## src/rtl/lcd_scan_gen.sv

```systemverilog
// ---------------------------------------------------------------------------
// lcd_scan_gen
// Raster timing generator for an LCD panel. Walks active area, porches and
// sync pulses line by line. Requests each active pixel from an upstream
// source one cycle ahead, then presents it with registered timing signals.
//
// Optional build macro: LCD_SCAN_TESTPAT_EN
//   defined   -> colour comes from an internal red/black checkerboard,
//                pix_r/g/b are ignored (px_req/nx/ny still driven)
//   undefined -> colour is the upstream pixel sampled with the request
//
// Ports
//   clk          in   pixel clock, rising edge
//   rst          in   asynchronous active-high reset
//   run          in   1 = scan continuously, 0 = stop at end of frame
//   px_req       out  upstream must answer for (nx,ny) (combinational)
//   nx, ny       out  column/row of requested pixel, 0 when no request
//   pix_r/g/b    in   upstream pixel, sampled at the edge after px_req
//   x, y         out  coordinate of current pixel, held while de=0
//   r, g, b      out  output colour, 0 outside the active area
//   de           out  (x,y) is in the active area
//   hsync/vsync  out  active-high sync pulses
//   frame_start  out  one-clock pulse with pixel (0,0)
//   busy         out  scanner not idle
// ---------------------------------------------------------------------------
module lcd_scan_gen #(
    parameter int unsigned H_ACTIVE = 480,
    parameter int unsigned V_ACTIVE = 272,
    parameter int unsigned H_FP     = 2,
    parameter int unsigned H_SYNC   = 41,
    parameter int unsigned H_BP     = 2,
    parameter int unsigned V_FP     = 2,
    parameter int unsigned V_SYNC   = 10,
    parameter int unsigned V_BP     = 2,
    parameter int unsigned TILE     = 24
) (
    input  logic       clk,
    input  logic       rst,
    input  logic       run,
    output logic       px_req,
    output logic [9:0] nx,
    output logic [9:0] ny,
    input  logic [7:0] pix_r,
    input  logic [7:0] pix_g,
    input  logic [7:0] pix_b,
    output logic [9:0] x,
    output logic [9:0] y,
    output logic [7:0] r,
    output logic [7:0] g,
    output logic [7:0] b,
    output logic       de,
    output logic       hsync,
    output logic       vsync,
    output logic       frame_start,
    output logic       busy
);

    localparam int unsigned CW      = 10;
    localparam int unsigned V_TOTAL = V_ACTIVE + V_FP + V_SYNC + V_BP;
    localparam int unsigned VS_LO   = V_ACTIVE + V_FP;
    localparam int unsigned VS_HI   = VS_LO + V_SYNC;
    localparam int unsigned PERIOD  = 2 * TILE;

    // Geometry must fit the 10-bit counters; every phase must last >= 1.
    generate
        if (H_ACTIVE > 1023 || V_ACTIVE > 1023 || V_TOTAL > 1024) begin : g_bad_size
            $error("lcd_scan_gen: geometry exceeds 10-bit counters");
        end
        if (H_ACTIVE == 0 || V_ACTIVE == 0 || H_FP == 0 || H_SYNC == 0 || H_BP == 0 ||
            V_FP == 0 || V_SYNC == 0 || V_BP == 0 || TILE == 0) begin : g_bad_zero
            $error("lcd_scan_gen: zero-length timing phase or tile");
        end
    endgenerate

    typedef enum logic [2:0] {
        S_IDLE  = 3'd0,
        S_ACT   = 3'd1,
        S_HFP   = 3'd2,
        S_HSYNC = 3'd3,
        S_HBP   = 3'd4
    } state_t;

    state_t          r_state;
    logic [CW-1:0]   r_hcnt;      // clocks elapsed in current line phase
    logic [CW-1:0]   r_line;      // line within frame

    state_t          w_state_nxt;
    logic [CW-1:0]   w_hcnt_nxt;
    logic [CW-1:0]   w_line_nxt;
    logic            w_de_nxt;
    logic            w_vs_nxt;
    logic [7:0]      w_r;
    logic [7:0]      w_g;
    logic [7:0]      w_b;

    // Next position of the raster walk; outputs are registered from it.
    always_comb begin
        w_state_nxt = r_state;
        w_hcnt_nxt  = r_hcnt + CW'(1);
        w_line_nxt  = r_line;
        case (r_state)
            S_IDLE: begin
                w_hcnt_nxt = '0;
                w_line_nxt = '0;
                if (run) w_state_nxt = S_ACT;
            end
            S_ACT: begin
                if (r_hcnt == CW'(H_ACTIVE - 1)) begin
                    w_state_nxt = S_HFP;
                    w_hcnt_nxt  = '0;
                end
            end
            S_HFP: begin
                if (r_hcnt == CW'(H_FP - 1)) begin
                    w_state_nxt = S_HSYNC;
                    w_hcnt_nxt  = '0;
                end
            end
            S_HSYNC: begin
                if (r_hcnt == CW'(H_SYNC - 1)) begin
                    w_state_nxt = S_HBP;
                    w_hcnt_nxt  = '0;
                end
            end
            S_HBP: begin
                if (r_hcnt == CW'(H_BP - 1)) begin
                    w_hcnt_nxt = '0;
                    // run is only consulted at the frame boundary
                    if (r_line == CW'(V_TOTAL - 1)) begin
                        w_line_nxt  = '0;
                        w_state_nxt = run ? S_ACT : S_IDLE;
                    end else begin
                        w_line_nxt  = r_line + CW'(1);
                        w_state_nxt = S_ACT;
                    end
                end
            end
            default: begin
                w_state_nxt = S_IDLE;
                w_hcnt_nxt  = '0;
                w_line_nxt  = '0;
            end
        endcase
    end

    assign w_de_nxt = (w_state_nxt == S_ACT) && (w_line_nxt < CW'(V_ACTIVE));
    assign w_vs_nxt = (w_line_nxt >= CW'(VS_LO)) && (w_line_nxt < CW'(VS_HI));

    // Request for the pixel that de will show after the next edge.
    assign px_req = w_de_nxt & ~rst;
    assign nx     = px_req ? w_hcnt_nxt : '0;
    assign ny     = px_req ? w_line_nxt : '0;

`ifdef LCD_SCAN_TESTPAT_EN
    logic w_par;
    logic w_unused_pix;

    assign w_par = ((32'(w_hcnt_nxt) % PERIOD) >= TILE) ^ ((32'(w_line_nxt) % PERIOD) >= TILE);
    assign w_r   = w_par ? 8'd0 : 8'd150;
    assign w_g   = 8'd0;
    assign w_b   = 8'd0;
    assign w_unused_pix = ^{pix_r, pix_g, pix_b};
`else
    assign w_r = pix_r;
    assign w_g = pix_g;
    assign w_b = pix_b;
`endif

    // State, counters and all panel-facing outputs.
    always_ff @(posedge clk or posedge rst) begin
        if (rst) begin
            r_state     <= S_IDLE;
            r_hcnt      <= '0;
            r_line      <= '0;
            x           <= '0;
            y           <= '0;
            r           <= '0;
            g           <= '0;
            b           <= '0;
            de          <= 1'b0;
            hsync       <= 1'b0;
            vsync       <= 1'b0;
            frame_start <= 1'b0;
            busy        <= 1'b0;
        end else begin
            r_state     <= w_state_nxt;
            r_hcnt      <= w_hcnt_nxt;
            r_line      <= w_line_nxt;
            de          <= w_de_nxt;
            hsync       <= (w_state_nxt == S_HSYNC);
            vsync       <= w_vs_nxt;
            busy        <= (w_state_nxt != S_IDLE);
            frame_start <= w_de_nxt && (w_hcnt_nxt == '0) && (w_line_nxt == '0);
            if (w_de_nxt) begin
                x <= w_hcnt_nxt;
                y <= w_line_nxt;
                r <= w_r;
                g <= w_g;
                b <= w_b;
            end else begin
                r <= '0;
                g <= '0;
                b <= '0;
            end
        end
    end

endmodule
```

## config.mk

```make
export PLATFORM = sky130hd
export DESIGN_NAME = lcd_scan_gen
export DESIGN_NICKNAME = d
export VERILOG_FILES = /design/src/rtl/lcd_scan_gen.sv
export SDC_FILE = /design/constraint.sdc
export NUM_CORES = 1
export LEC_CHECK = 0
export BUFFER_PORTS_ARGS = -buffer_cell sky130_fd_sc_hd__buf_2
export CAP_MARGIN = 20
export CORE_MARGIN = 1
export CORE_UTILIZATION = 50
export CTS_CLUSTER_SIZE = 14
export DETAILED_ROUTE_END_ITERATION = 8
export GPL_TIMING_DRIVEN = 0
export HOLD_SLACK_MARGIN = 0.05
export PLACE_DENSITY = 0.77
export SLEW_MARGIN = 20
export SYNTH_ARGS = -nofsm -noshare
export SYNTH_HDL_FRONTEND = slang
export SYNTH_SLANG_ARGS = --single-unit
```

## constraint.sdc

```tcl
create_clock -name clk -period 6.47 [get_ports clk]
set_clock_uncertainty 0.1 [all_clocks]
set_input_delay 0.9705 -clock clk [delete_from_list [all_inputs] [get_ports clk]]
set_output_delay 0.9705 -clock clk [all_outputs]
set_load 0.02 [all_outputs]
```

==> qor.csv, run 1 <==
stage,metric,value,unit
power_and_ir_drop,Tot Pwr,899,uW
cts,postcts setup bufs,0,
synthesis,Post-synth ARST share,1.00,
cts,CTS Buf Count,9,
placed_design,GPL Wtd Cong,0.851,
critical_path,CP Cell Sequence,ha_1 -> or3b_2 -> nor3_4 -> a21o_2 -> o311ai_1 -> o41ai_4 -> nand3_2 -> buf_2 -> nor3_1 -> buf_2,
detailed_routing,wire per inst,15.5,um
cts,H-tree Lvls,3,
critical_path,Slowest cell on crit path,o41ai_4,
cells_and_area,end-of-flow core utilization,0.642,
cts,# resized after CTS,0,
critical_path,CP dominant cell by count,buf_2,
worst_hold_path,hold crit path type,flop to flop,
detailed_routing,DRT antenna net count,0,
synthesis,Post-Syn Area,0.00352,mm2
cts,clock insertion delay at the later pin of the skew report,0.34,ns
critical_path,worst setup path class,flop to primary output,
critical_path,Critical Path AT,4.05,ns
detailed_routing,DR vias,2953,
power_and_ir_drop,PD cells,206,mW/mm2
synthesis,Post-synth EDFFs,0,
detailed_routing,Initial DRT Pass Iterations,4,
cells_and_area,Layout area overhead,24.0,%
floorplanning,FP Rows,30,
detailed_routing,DRC viols,0,
placed_design,dpl hpwl,6160,um
synthesis,sequential area share after synthesis,0.512,
floorplanning,Initial Util,0.518,
sta,share of the clock period used by the worst path,0.791,
global_routing,vias in the first global route,2861,
critical_path,CP Capture Type,primary output,
power_and_ir_drop,peak supply drop,0.164,mV
floorplanning,Die Y,85.9,um
synthesis,leading area contributor after synthesis,dfrtp_1,
synthesis,Synth Register Bits,72,
cells_and_area,Final nets,466,
cells_and_area,Antenna diodes,0,
critical_path,register-to-register setup slack,2.62,ns
synthesis,Mapped Avg Cell Area,10.8,um2
sta,final setup fails,0,
critical_path,startpoint types,flop,
global_routing,largest net degree at the start of global routing,55,
floorplanning,I/O pin cnt,97,
placed_design,buffers added on ports,95,
cells_and_area,fillers,546,
synthesis,synth top area cells,"dfrtp_1 (51%), and3_1 (5.7%), mux2_4 (3.0%)",
synthesis,most frequent cells after synthesis,"dfrtp_1 (72), and3_1 (32), nor2_1 (26), clkbuf_1 (16)",
floorplanning,Die X-Extent,85.9,um
sta,Final Hold Vio Count,0,
floorplanning,core area,0.00679,mm2
critical_path,Worst path max stage delay,0.79,ns
synthesis,commonest register cell after synthesis,dfrtp_1,
critical_path,CP Max Fanout,10,
global_routing,first-pass GRT wire length,13100,um
synthesis,Synth Instances,327,
global_routing,antenna violations before repair,0,
sta,Setup TNS,0,ns
sta,actual slew at the worst max-slew pin,0.906,ns
synthesis,most frequent cell after synthesis,dfrtp_1,
cells_and_area,Sequential Area,0.00180,mm2
synthesis,Synth Warn #,0,
flow_run,Max-cap violations,0,
cells_and_area,Multi-input gate area,0.00155,mm2
run_status,outcome,"finished, final reports clean",
sta,Period minus WS final,5.12,ns
synthesis,syn nets,359,
cts,CTS max path bufs,2,
critical_path,Worst EP required,5.40,ns
detailed_routing,final WL,8290,um
floorplanning,die footprint,0.00737,mm2
detailed_routing,DRT iter0 DRCs,242,
sta,fin. max-slew vios,0,
sta,RSZ-0062 raised after global routing,false,
synthesis,Netlist cell types,62,
cts,root buf cell,clkbuf_8,
power_and_ir_drop,Pleak,2.20,nW
cts,# clock sinks,72,
global_routing,Total GRT Usage,0.232,
sta,fmax,195,MHz
cts,clock-pin transition on the worst setup and hold timing paths,0.08,ns
detailed_routing,Avg Vias per Cell,5.52,
cells_and_area,share of post-route cells with drive strength above 1,0.335,
cts,TritonCTS clock tree,built,
global_routing,Overflow after GRT,0,
cts,Post-CTS Hold Buffers,0,
sta,worst rel slew slack,0.386,
synthesis,top cell type's share of synthesized area,0.512,
[cells by family (layout without fill, tap and decap cells)]
group / count (synthesis) / after routing / synth area share
mux: 13 / 13 / 0.0487
compound gates: 52 / 52 / 0.112
buf+inv: 35 / 147 / 0.0477
xor+xnor: 12 / 12 / 0.0299
simple gates: 137 / 137 / 0.231
flops: 72 / 72 / 0.512
other cells: 1 / 1 / 0.00107
fa+ha+maj: 5 / 5 / 0.0178
[layout by cell type (no fill, tap or decap), types with 3 or more instances in the layout]
cell,n
nand4_1,6
a22o_1,4
a21oi_1,11
and4_1,6
xor2_1,6
buf_2,97
clkbuf_1,17
a31oi_1,4
dfrtp_1,72
nor3_1,11
nand3_1,9
inv_1,11
nor2_1,26
and2_1,10
mux2_2,5
nand2_1,12
a211oi_1,3
xnor2_1,6
nor4_1,5
and3_1,32
o21ai_2,3
mux2_4,7
ha_1,5
o21ai_0,7
clkbuf_8,9
[path summary, 6_finish.rpt]
check / startpoint / endpoint / cells after the start
min reg2reg: y[9]$_DFFE_PP0P_ / y[9]$_DFFE_PP0P_ / 1
max in group asynchronous: rst / y[0]$_DFFE_PP0P_ / 3
max: r_hcnt[0]$_DFF_PP0_ / nx[8] / 10
min: y[9]$_DFFE_PP0P_ / y[9]$_DFFE_PP0P_ / 1
max reg2reg: r_hcnt[0]$_DFF_PP0_ / x[6]$_DFFE_PP0P_ / 10
min in group asynchronous: rst / b[0]$_DFF_PP0_ / 2
[registers in the layout (all words and copies together), names as in the netlist, 3 cells and up]
signal   flops
b            8
g            8
r            8
r_hcnt      10
r_line      10
r_state      3
x           10
y           10
[critical path, delay by kind of cell (launching register included)]
family | cells | cell delay (ns)
DFF | 1 | 0.52
and+or+nand+nor | 4 | 1.19
AOI/OAI and AO/OA | 3 | 1.32
adders and majority gates | 1 | 0.24
buffers and inverters | 2 | 0.44
[power by group]
group / total (mW) / switching, mW / internal (mW)
combinational: 0.0486 / 0.0305 / 0.0181
clock: 0.392 / 0.173 / 0.219
sequential: 0.459 / 0.00179 / 0.457
[through the flow]
stage / cells / instance area (um2) / setup WS [ns] / hold slack (ns)
floorplan: 327 / 3520 / 1.97 / 0.455
global placement: 518 / 4110 / 1.34 / 0.369
detailed placement: 519 / 4140 / 1.71 / 0.385
CTS: 535 / 4360 / 1.33 / 0.405
global route: 535 / 4360 / 1.02 / 0.425
finish: 535 / 4360 / 1.35 / 0.405
[routing by layer]
layer  vias up  track usage  share of wire
met3        12       0.0828          0.071
met5         -            0              0
met1      1455        0.276           0.42
li1       1389            -              -
met4         0       0.0818          0.015
met2        97        0.388           0.50
[cell type report]
cell class | count | share of cell area
clock inverters | 6 | 0.0207
repair buffers | 96 | 0.115
well taps | 96 | 0.0275
plain buffers | 22 | 0.0267
flip-flops and latches | 72 | 0.413
multi-input cells | 220 | 0.355
inverters | 13 | 0.0123
clock buffers | 10 | 0.0293
No activity file was read; power rests on OpenSTA's default activity.
==> inputs of run 2 (changes only) <==
--- a/config.mk
+++ b/config.mk
@@ -5,15 +5,16 @@
 export SDC_FILE = /design/constraint.sdc
 export NUM_CORES = 1
 export LEC_CHECK = 0
+export ABC_AREA = 1
 export BUFFER_PORTS_ARGS = -buffer_cell sky130_fd_sc_hd__buf_2
 export CAP_MARGIN = 20
 export CORE_MARGIN = 1
-export CORE_UTILIZATION = 50
+export CORE_UTILIZATION = 48
 export CTS_CLUSTER_SIZE = 14
 export DETAILED_ROUTE_END_ITERATION = 8
 export GPL_TIMING_DRIVEN = 0
 export HOLD_SLACK_MARGIN = 0.05
-export PLACE_DENSITY = 0.77
+export PLACE_DENSITY = 0.76
 export SLEW_MARGIN = 20
 export SYNTH_ARGS = -nofsm -noshare
 export SYNTH_HDL_FRONTEND = slang
==> constraint.sdc (replaced) <==
create_clock -name clk -period 4.5 [get_ports clk]
set_clock_uncertainty 0.1 [all_clocks]
set_input_delay 0.675 -clock clk [delete_from_list [all_inputs] [get_ports clk]]
set_output_delay 0.675 -clock clk [all_outputs]
set_load 0.02 [all_outputs]
==> run 2 against run 1 <==
Register-to-register slack got worse by 0.62 ns. Sequential power is 44% higher. Clock power up 34%. Synthesized area is 9.4% higher. Critical path type unchanged. Sequential cell count unchanged. Via count up 14%.
==> qor.csv, run 2 <==
stage,metric,value,unit,change
floorplanning,FP Rows,32,,+6.7%
synthesis,Post-synth ARST share,1.00,,unchanged
cts,postcts setup bufs,0,,unchanged
sta,WHS,0.249,ns,-0.156 ns
cts,root buf cell,clkbuf_8,,
cts,# resized after CTS,0,,unchanged
placed_design,dpl ws,1.22,ns,-0.485 ns
critical_path,register-to-register setup slack,2.00,ns,-0.62 ns
synthesis,Synth Instances,475,,+45%
placed_design,Post-Place Cells,673,,+30%
synthesis,most frequent cells after synthesis,"nand2_1 (115), dfrtp_1 (72), inv_1 (68), nor2_1 (62), nand3_1 (33)",,
detailed_routing,final WL,8910,um,+7.5%
floorplanning,Die X-Extent,91.5,um,+6.6%
floorplanning,core area,0.00773,mm2,+14%
placed_design,GPL Wtd Cong,0.870,,+2.3%
cells_and_area,fillers,706,,+29%
critical_path,Worst EP required,3.72,ns,-1.68 ns
global_routing,antenna violations before repair,0,,unchanged
synthesis,most frequent cell after synthesis,nand2_1,,
critical_path,r2r worst-path depth,15,,+5
cts,# clock sinks,72,,unchanged
cells_and_area,Multi-input gate area,0.00163,mm2,+5.3%
critical_path,RR Startpoint,r_hcnt[1]$_DFF_PP0_,,
cts,H-tree Lvls,3,,unchanged
synthesis,syn nets,507,,+41%
cells_and_area,Finished Layout Cells,689,,+29%
critical_path,CP Capture Type,primary output,,
cts,CTS Buf Count,9,,unchanged
synthesis,Post-Syn Area,0.00385,mm2,+9.4%
synthesis,Synth Warn #,0,,unchanged
power_and_ir_drop,Pleak,2.63,nW,+20%
critical_path,worst setup path class,flop to primary output,,
detailed_routing,Initial DRT Pass Iterations,4,,unchanged
floorplanning,Die Y,91.5,um,+6.6%
floorplanning,die footprint,0.00838,mm2,+14%
sta,RSZ-0062 raised after global routing,false,,
power_and_ir_drop,peak supply drop,0.242,mV,+47%
critical_path,startpoint types,flop,,
cts,clock insertion delay at the later pin of the skew report,0.35,ns,about the same
critical_path,Critical Path Sink,ny[3],,
synthesis,Synth Register Bits,72,,unchanged
global_routing,first-pass GRT wire length,14700,um,+12%
synthesis,synth top area cells,"dfrtp_1 (47%), nand2_1 (11%), inv_1 (6.6%)",,
sta,Period minus WS final,3.64,ns,
placed_design,dpl hpwl,6890,um,+12%
synthesis,commonest register cell after synthesis,dfrtp_1,,
synthesis,top cell type's share of synthesized area,0.468,,-0.0440
cells_and_area,end-of-flow core utilization,0.606,,-0.0354
detailed_routing,wire per inst,12.9,um,-17%
placed_design,placed instance area,0.00448,mm2,+8.2%
power_and_ir_drop,PD cells,269,mW/mm2,+30%
sta,Setup TNS,0,ns,unchanged
cells_and_area,Antenna diodes,0,,unchanged
critical_path,FF-to-FF End,y[2]$_DFFE_PP0P_,,
sta,final setup margin,0.857,ns,-0.493 ns
cts,clock-pin transition on the worst setup and hold timing paths,0.08,ns,about the same
synthesis,Netlist cell types,41,,-34%
critical_path,Critical Path AT,2.87,ns,-1.18 ns
worst_hold_path,hold crit path type,input pin to async pin,,
detailed_routing,Avg Vias per Cell,4.87,,-12%
cells_and_area,"commonest non-fill, non-tap cell in the layout",nand2_1,,
power_and_ir_drop,Tot Pwr,1.26,mW,+40%
global_routing,Total GRT Usage,0.227,,-0.00490
synthesis,leading area contributor after synthesis,dfrtp_1,,
sta,fmax,275,MHz,
global_routing,vias in the first global route,3070,,+7.3%
critical_path,CP Max Fanout,10,,unchanged
sta,actual slew at the worst max-slew pin,0.516,ns,-0.391 ns
sta,fin. max-slew vios,0,,unchanged
synthesis,Post-synth EDFFs,0,,unchanged
run_status,outcome,"finished, final reports clean",,
cts,Post-CTS Hold Buffers,0,,unchanged
synthesis,sequential area share after synthesis,0.468,,-0.0440
sta,final setup fails,0,,unchanged
cells_and_area,Post-Layout Inst Area,0.00469,mm2,+7.5%
cells_and_area,Final nets,614,,+32%
floorplanning,I/O pin cnt,97,,unchanged
critical_path,CP Launch Point,r_hcnt[1]$_DFF_PP0_,,
cells_and_area,most frequent cells in the layout,"nand2_1 (115), buf_2 (100), dfrtp_1 (72)",,
flow_run,Max-cap violations,0,,unchanged
sta,Final Hold Vio Count,0,,unchanged
detailed_routing,DRT iter0 DRCs,122,,-50%
global_routing,Overflow after GRT,0,,unchanged
sta,share of the clock period used by the worst path,0.810,,
cells_and_area,Sequential Area,0.00180,mm2,unchanged
placed_design,buffers added on ports,95,,unchanged
cts,CTS max path bufs,2,,unchanged
synthesis,Mapped Avg Cell Area,8.10,um2,-25%
detailed_routing,DRT antenna net count,0,,unchanged
cells_and_area,share of post-route cells with drive strength above 1,0.307,,-0.0282
detailed_routing,DR vias,3356,,+14%
cts,TritonCTS clock tree,built,,
cells_and_area,Layout area overhead,21.8,%,
floorplanning,Initial Util,0.498,,-0.0198
sta,worst rel slew slack,0.653,,+0.266
global_routing,largest net degree at the start of global routing,45,,-18%
detailed_routing,DRC viols,0,,unchanged
[run 2: cell types whose count changed in the layout (fill, tap and decap cells not counted), moves of 19 or more]
cell,previous run,this run
nand4_1,6,25
nand3_1,9,33
nand2_1,12,115
nor2_1,26,62
and3_1,32,1
inv_1,11,67
[run 2: kinds of logic after synthesis]
logic type                 after synthesis  synth area share
and+or+nand+nor                        282             0.367
adders and majority gates                5            0.0163
other                                    1          0.000975
buffers and inverters                   93             0.108
AOI/OAI and AO/OA                       18            0.0302
DFF                                     72             0.468
xor gates and xnor gates                 4           0.00911
[run 2: area by class of cell]
| class | count | area share |
|---|---|---|
| buffer | 14 | 0.0246 |
| clock buffer | 9 | 0.0264 |
| clock inverter | 7 | 0.0174 |
| inverter | 79 | 0.0649 |
| multi-input combinational | 310 | 0.348 |
| sequential | 72 | 0.385 |
| tap | 102 | 0.0272 |
| timing repair buffer | 96 | 0.107 |
[run 2: per-layer routing]
layer	vias to the layer above	wire length, um	part of all wire	track usage
met5	-	0	0	0
met4	0	123	0.014	0.0728
met3	10	398	0.045	0.0477
met2	76	4260	0.48	0.359
met1	1575	4120	0.46	0.311
li1	1695	-	-	-
[run 2: worst min path at each step]
stage / startpoint / to / slack, ns
2_1_floorplan: r_state[2]$_DFF_PP0_ / r_state[2]$_DFF_PP0_ / 0.42
3_3_place_gp: x[1]$_DFFE_PP0P_ / x[1]$_DFFE_PP0P_ / 0.35
3_5_place_dp: y[3]$_DFFE_PP0P_ / y[3]$_DFFE_PP0P_ / 0.35
4_1_cts: rst / b[6]$_DFF_PP0_ / 0.25
5_1_grt: rst / b[6]$_DFF_PP0_ / 0.27
6_report: rst / r[1]$_DFF_PP0_ / 0.25
[run 2: critical path, stage by stage (launching register included)]
cell and delay (ns):
dfrtp_1 0.40, inv_1 0.09, ha_1 0.18, inv_1 0.06
nor2_1 0.14, nand3_2 0.10, nor2_4 0.19, nand3_1 0.09
nand2_1 0.12, nor2_2 0.06, nor2_4 0.12, nand2_1 0.08
nand3_2 0.11, buf_6 0.15, nand4_4 0.15, buf_8 0.22
nor2_4 0.10, buf_2 0.17
[run 2: where the power goes]
part / internal, mW / leakage [nW] / switching (mW)
logic: 0.0265 / 1.62 / 0.0490
clock network: 0.263 / 0.105 / 0.262
registers: 0.657 / 0.906 / 0.00234
